==> config.mk <==
export PLATFORM = sky130hd
export DESIGN_NAME = satatx_crc
export DESIGN_NICKNAME = d
export VERILOG_FILES = /design/src/rtl/satatx_crc_pkg.sv /design/src/rtl/sata_crc_dword.sv /design/src/rtl/satatx_crc.sv
export SDC_FILE = /design/constraint.sdc
export NUM_CORES = 1
export LEC_CHECK = 0
export ABC_AREA = 1
export BUFFER_PORTS_ARGS = -buffer_cell sky130_fd_sc_hd__buf_2
export CAP_MARGIN = 20
export CORE_ASPECT_RATIO = 1.5
export CORE_MARGIN = 10
export CORE_UTILIZATION = 44
export CTS_CLUSTER_DIAMETER = 100
export DETAILED_ROUTE_END_ITERATION = 8
export SLEW_MARGIN = 10
export SYNTH_ARGS = -nofsm -noshare
export SYNTH_HDL_FRONTEND = slang
export SYNTH_SLANG_ARGS = --single-unit
==> constraint.sdc <==
create_clock -name S_AXI_ACLK -period 7.1 [get_ports S_AXI_ACLK]
set_input_delay 0.355 -clock S_AXI_ACLK [delete_from_list [all_inputs] [get_ports S_AXI_ACLK]]
set_output_delay 0.355 -clock S_AXI_ACLK [all_outputs]
set_load 0.01 [all_outputs]
==> src/rtl/satatx_crc_pkg.sv <==
// ---------------------------------------------------------------------------
// satatx_crc_pkg
// Shared SATA link-layer constants used by the TX CRC appender and the RX CRC
// checker: the CRC seed, the CRC-32 generator polynomial, and the TX CRC
// state encoding.
// ---------------------------------------------------------------------------
package satatx_crc_pkg;

    // Seed loaded at reset and at the start of every frame.
    localparam logic [31:0] SATA_CRC_INIT = 32'h5232_5032;

    // CRC-32 generator polynomial (x^32 term implied).
    localparam logic [31:0] SATA_CRC_POLY = 32'h04C1_1DB7;

    // S_DATA: forward payload Dwords; S_CRC: emit the CRC Dword.
    typedef enum logic {
        S_DATA = 1'b0,
        S_CRC  = 1'b1
    } tx_crc_state_t;

endpackage

==> src/rtl/sata_crc_dword.sv <==
// ---------------------------------------------------------------------------
// sata_crc_dword
// Purely combinational single-Dword CRC update. The 32 data bits are shifted
// MSB (bit 31) first into a Galois LFSR built around P_CRC_POLY. There is no
// bit reflection and no final inversion. Shared by the TX and RX CRC blocks.
//
// Ports
//   crc      in  32  current CRC register value
//   data     in  32  Dword to hash
//   crc_next out 32  CRC after hashing all 32 bits of data
// ---------------------------------------------------------------------------
module sata_crc_dword
    import satatx_crc_pkg::*;
#(
    parameter logic [31:0] P_CRC_POLY = SATA_CRC_POLY
) (
    input  logic [31:0] crc,
    input  logic [31:0] data,
    output logic [31:0] crc_next
);

    // stage[k] is the register contents after k data bits have been shifted in.
    logic [31:0] stage [0:32];

    assign stage[0] = crc;

    genvar gi;
    generate
        for (gi = 0; gi < 32; gi = gi + 1) begin : g_bit
            logic fb;
            // Feedback is the outgoing MSB combined with the data bit entering now.
            assign fb            = stage[gi][31] ^ data[31-gi];
            assign stage[gi+1]   = {stage[gi][30:0], 1'b0} ^ (fb ? P_CRC_POLY : 32'h0);
        end
    endgenerate

    assign crc_next = stage[32];

endmodule

==> src/rtl/satatx_crc.sv <==
// ---------------------------------------------------------------------------
// satatx_crc
// Appends a CRC-32 Dword to every frame travelling from the transport layer
// to the TX framer. Payload Dwords pass through a single register stage with
// full throughput; after the TLAST Dword is accepted one extra beat carrying
// the CRC (with TLAST set) is emitted, then the CRC is reseeded.
//
// Ports
//   S_AXI_ACLK     in   1   clock
//   S_AXI_ARESETN  in   1   asynchronous active-low reset
//   S_AXIS_TVALID  in   1   payload valid
//   S_AXIS_TREADY  out  1   payload ready (low while the CRC beat is pending)
//   S_AXIS_TDATA   in  32   payload Dword
//   S_AXIS_TLAST   in   1   last payload Dword of the frame
//   M_AXIS_TVALID  out  1   output valid (registered)
//   M_AXIS_TREADY  in   1   downstream ready
//   M_AXIS_TDATA   out 32   payload Dword or CRC (registered)
//   M_AXIS_TLAST   out  1   set only on the CRC beat (registered)
// ---------------------------------------------------------------------------
module satatx_crc
    import satatx_crc_pkg::*;
#(
    parameter logic [31:0] P_CRC_INIT   = SATA_CRC_INIT,
    parameter logic [31:0] P_CRC_POLY   = SATA_CRC_POLY,
    parameter bit          OPT_LOWPOWER = 1'b0
) (
    input  logic        S_AXI_ACLK,
    input  logic        S_AXI_ARESETN,
    input  logic        S_AXIS_TVALID,
    output logic        S_AXIS_TREADY,
    input  logic [31:0] S_AXIS_TDATA,
    input  logic        S_AXIS_TLAST,
    output logic        M_AXIS_TVALID,
    input  logic        M_AXIS_TREADY,
    output logic [31:0] M_AXIS_TDATA,
    output logic        M_AXIS_TLAST
);

    tx_crc_state_t state_reg, state_next;
    logic [31:0]   crc_reg,    crc_next;
    logic          m_valid_reg, m_valid_next;
    logic [31:0]   m_data_reg,  m_data_next;
    logic          m_last_reg,  m_last_next;

    logic [31:0]   crc_upd;
    logic          out_free;
    logic          s_ready;
    logic          beat_in;

    sata_crc_dword #(
        .P_CRC_POLY (P_CRC_POLY)
    ) u_crc_dword (
        .crc      (crc_reg),
        .data     (S_AXIS_TDATA),
        .crc_next (crc_upd)
    );

    // The output register can take a new beat when it is empty or draining.
    assign out_free = !m_valid_reg || M_AXIS_TREADY;

    // Gating with the reset pin keeps TREADY low for the whole reset interval,
    // not just from the first clock edge.
    assign s_ready  = S_AXI_ARESETN && out_free && (state_reg == S_DATA);
    assign beat_in  = s_ready && S_AXIS_TVALID;

    always_comb begin
        state_next   = state_reg;
        crc_next     = crc_reg;
        m_valid_next = m_valid_reg;
        m_data_next  = m_data_reg;
        m_last_next  = m_last_reg;

        if (beat_in) begin
            // Payload beat: forward it and fold it into the running CRC.
            m_valid_next = 1'b1;
            m_data_next  = S_AXIS_TDATA;
            m_last_next  = 1'b0;
            crc_next     = crc_upd;
            if (S_AXIS_TLAST) begin
                state_next = S_CRC;
            end
        end else if ((state_reg == S_CRC) && out_free) begin
            // CRC beat: emit the finished CRC and reseed for the next frame.
            m_valid_next = 1'b1;
            m_data_next  = crc_reg;
            m_last_next  = 1'b1;
            crc_next     = P_CRC_INIT;
            state_next   = S_DATA;
        end else if (M_AXIS_TREADY) begin
            m_valid_next = 1'b0;
            if (OPT_LOWPOWER) begin
                m_data_next = 32'h0;
                m_last_next = 1'b0;
            end
        end
    end

    always_ff @(posedge S_AXI_ACLK or negedge S_AXI_ARESETN) begin
        if (!S_AXI_ARESETN) begin
            state_reg   <= S_DATA;
            crc_reg     <= P_CRC_INIT;
            m_valid_reg <= 1'b0;
            m_data_reg  <= 32'h0;
            m_last_reg  <= 1'b0;
        end else begin
            state_reg   <= state_next;
            crc_reg     <= crc_next;
            m_valid_reg <= m_valid_next;
            m_data_reg  <= m_data_next;
            m_last_reg  <= m_last_next;
        end
    end

    assign S_AXIS_TREADY = s_ready;
    assign M_AXIS_TVALID = m_valid_reg;
    assign M_AXIS_TDATA  = m_data_reg;
    assign M_AXIS_TLAST  = m_last_reg;

endmodule

==> flow_summary_export.csv <==
group,metric,value,unit
run_status,outcome,"finished clean",
worst_setup_path,required,7270,ps
global_routing,grt_pass1_vias,7631,
worst_setup_path,start_kind,"register",
cts,clock_sinks,67,
detailed_routing,num_vias,7983,
yosys,synth_area_leader_cell,"nand2_1",
sta,hold_violations,0,
yosys,synth.area.top_cells,"nand2_1, dfrtp_1, nand3_1",
place,place_inst,1461,
place,numPortBuffers,71,
yosys,synth_warnings,0,
place,place_ws,3250,ps
cts,root_buffer,"clkbuf_16",
yosys,ys_seq_area_share,22.4,%
cts,clock_path_buffers,2,
yosys,synthTopCellsByCount,"nand2_1, nand3_1, inv_1, xor2_1, nand2_2",
global_routing,grt_max_degree,68,
yosys,synth_edf_count,0,
worst_setup_path,critPathMaxFanout,46,
cts,cts_tree,"built",
worst_setup_path,cp_slowest_cell,"nand2_1",
worst_setup_path,slowest_delay,870,ps
detailed_routing,routed_wl,28700,um
cts,post_cts_buffers,0,
cts,clkTransAtPathRegs,70,ps
yosys,syn_nets,1231,
sta,period_share,54.1,%
sta,rsz0062_at_grt,"no",
sta,setup_ws,3260,ps
layout,synthToLayoutAreaGrowth,11.8,%
floorplan,fp.dieH,180,um
layout,layout.nets,1299,
place,hpwlAfterDp,23300,um
worst_setup_path,cp.arrival,4010,ps
yosys,ys.flop_type,"dfrtp_1",
detailed_routing,drtIter0Drc,709,
sta,fmax,0.260,GHz
cts,cts_buffers,9,
global_routing,antenna_found_initial,0,
worst_setup_path,crit_path_end_kind,"register",
worst_setup_path,r2r_slack,3260,ps
floorplan,core-area,0.0168,mm^2
layout,num_antenna_cells,0,
yosys,synth_top_area_share,23.5,%
yosys,yosysMostFrequentCell,"nand2_1",
sta,fin_crit,3840,ps
yosys,syn_area,0.00753,mm^2
floorplan,initial_utilization,44.8,%
worst_setup_path,path_class,"register to register",
detailed_routing,final_antenna_net_count,0,
worst_setup_path,cp_cell_sequence,"inv_1 -> nor2_1 -> nor2_1 -> inv_1 -> nand2_1 -> inv_2 -> nand2_1 -> o221ai_1",
sta,setup_tns,0,ps
floorplan,chipWidth,127,um
cts,cts.htree.levels,3,
place,gp_congestion,0.988,
flow_run,drv_cap,0,
worst_setup_path,reg2reg_from,"M_AXIS_TVALID",
worst_setup_path,cp-startpoint,"M_AXIS_TVALID",
detailed_routing,avgRoutedWirePerCell,19.4,um
layout,stdcell_count,1477,
global_routing,grt_overflow_total,0,
yosys,postSynthAreaPerCell,6.31,um^2
cts,cts_hold_buf,0,
sta,maxSlewHeadroom,30.0,%
global_routing,grt_first_pass_wirelength,44100,um
worst_setup_path,r2r_cells,8,
yosys,synthCells,1194,
floorplan,ios,72,
worst_setup_path,r2r_end,"M_AXIS_TDATA[27]",
floorplan,num_rows,58,
layout,postLayoutCoreUtil,50.0,%
sta,finalSetupViolations,0,
cts,insertion_delay,340,ps
detailed_routing,viasPerCell,5.40,
floorplan,die_area,0.0229,mm^2
global_routing,track_usage,24.7,%
detailed_routing,drc_errors,0,
worst_setup_path,critPathCapture,"M_AXIS_TDATA[27]",
yosys,ys_seq_elements,67,
cts,cts_resized,0,
sta,worstMarginPinSlew,1050,ps
detailed_routing,drt_pass1_iterations,5,
min_path,hp-class,"input port to register",
yosys,async_flop_share,100,%
yosys,yosysUniqueCellTypes,37,
layout,drive_gt1_share,21.6,%
sta,slew_violations,0,
sta,skew,8.10,ps
per-layer routing:
metal	share of wire, %	routed length (um)	vias to the layer above	GRT usage, %
met4	6.8	1970	0	15.8
met5	0	0	-	0
li1	-	-	3925	-
met1	39	11100	3713	28.3
met3	5.5	1570	75	3.92
met2	49	14000	270	41.3
critical path: cells and delay by family, from the launching register on:
family          cells  cell delay (ps)
flops               1              370
buf+inv             3             1370
compound gates      1              140
simple gates        4             1760
layout by cell type, fill, tap and decap left out, types with 6 or more instances in the layout:
master	n
nand3_1	164
o22ai_1	7
clkbuf_16	9
o221ai_1	23
xnor2_1	20
inv_2	35
nand3b_1	6
dfstp_2	11
dfrtp_1	56
nand3_2	12
o21ai_0	15
inv_1	101
nand2_2	74
a21oi_1	8
xor2_1	77
nor2_1	23
a22oi_1	9
nand2_4	33
nand2_1	471
buf_2	70
kinds of logic (layout without fill, tap and decap cells):
kind of cell,Yosys count,in the layout,share of synthesized area [%]
compound gates,68,68,6.18
xor+xnor,103,103,12.6
buf+inv,156,229,7.97
flops,67,67,22.4
simple gates,800,800,50.8
worst min-delay path by stage:
stage | start | endpoint | depth (start not counted)
floorplan | S_AXI_ARESETN | M_AXIS_TDATA[0] | 0
CTS | M_AXIS_TREADY | M_AXIS_TVALID | 2
detailed placement | M_AXIS_TDATA[3] | M_AXIS_TDATA[3] | 2
finish | M_AXIS_TREADY | M_AXIS_TVALID | 2
global placement | M_AXIS_TDATA[6] | M_AXIS_TDATA[6] | 2
global route | M_AXIS_TREADY | M_AXIS_TVALID | 2
cell type report:
class	count	area, um^2
inverters	140	532
well taps	210	263
fillers	1825	8420
clock inverters	6	90.1
multi-input cells	971	5240
clock buffers	10	229
repair buffers	73	373
flip-flops and latches	67	1690
metrics by stage:
step	hold WS, ps	area (um^2)
2_1_floorplan	59.4	7530
3_3_place_gp	458	8100
3_5_place_dp	464	8100
4_1_cts	226	8420
5_1_grt	263	8420
6_report	221	8420
Power is not shown: default switching activity piles up to over one toggle a cycle in this logic, so the estimate is an artifact.
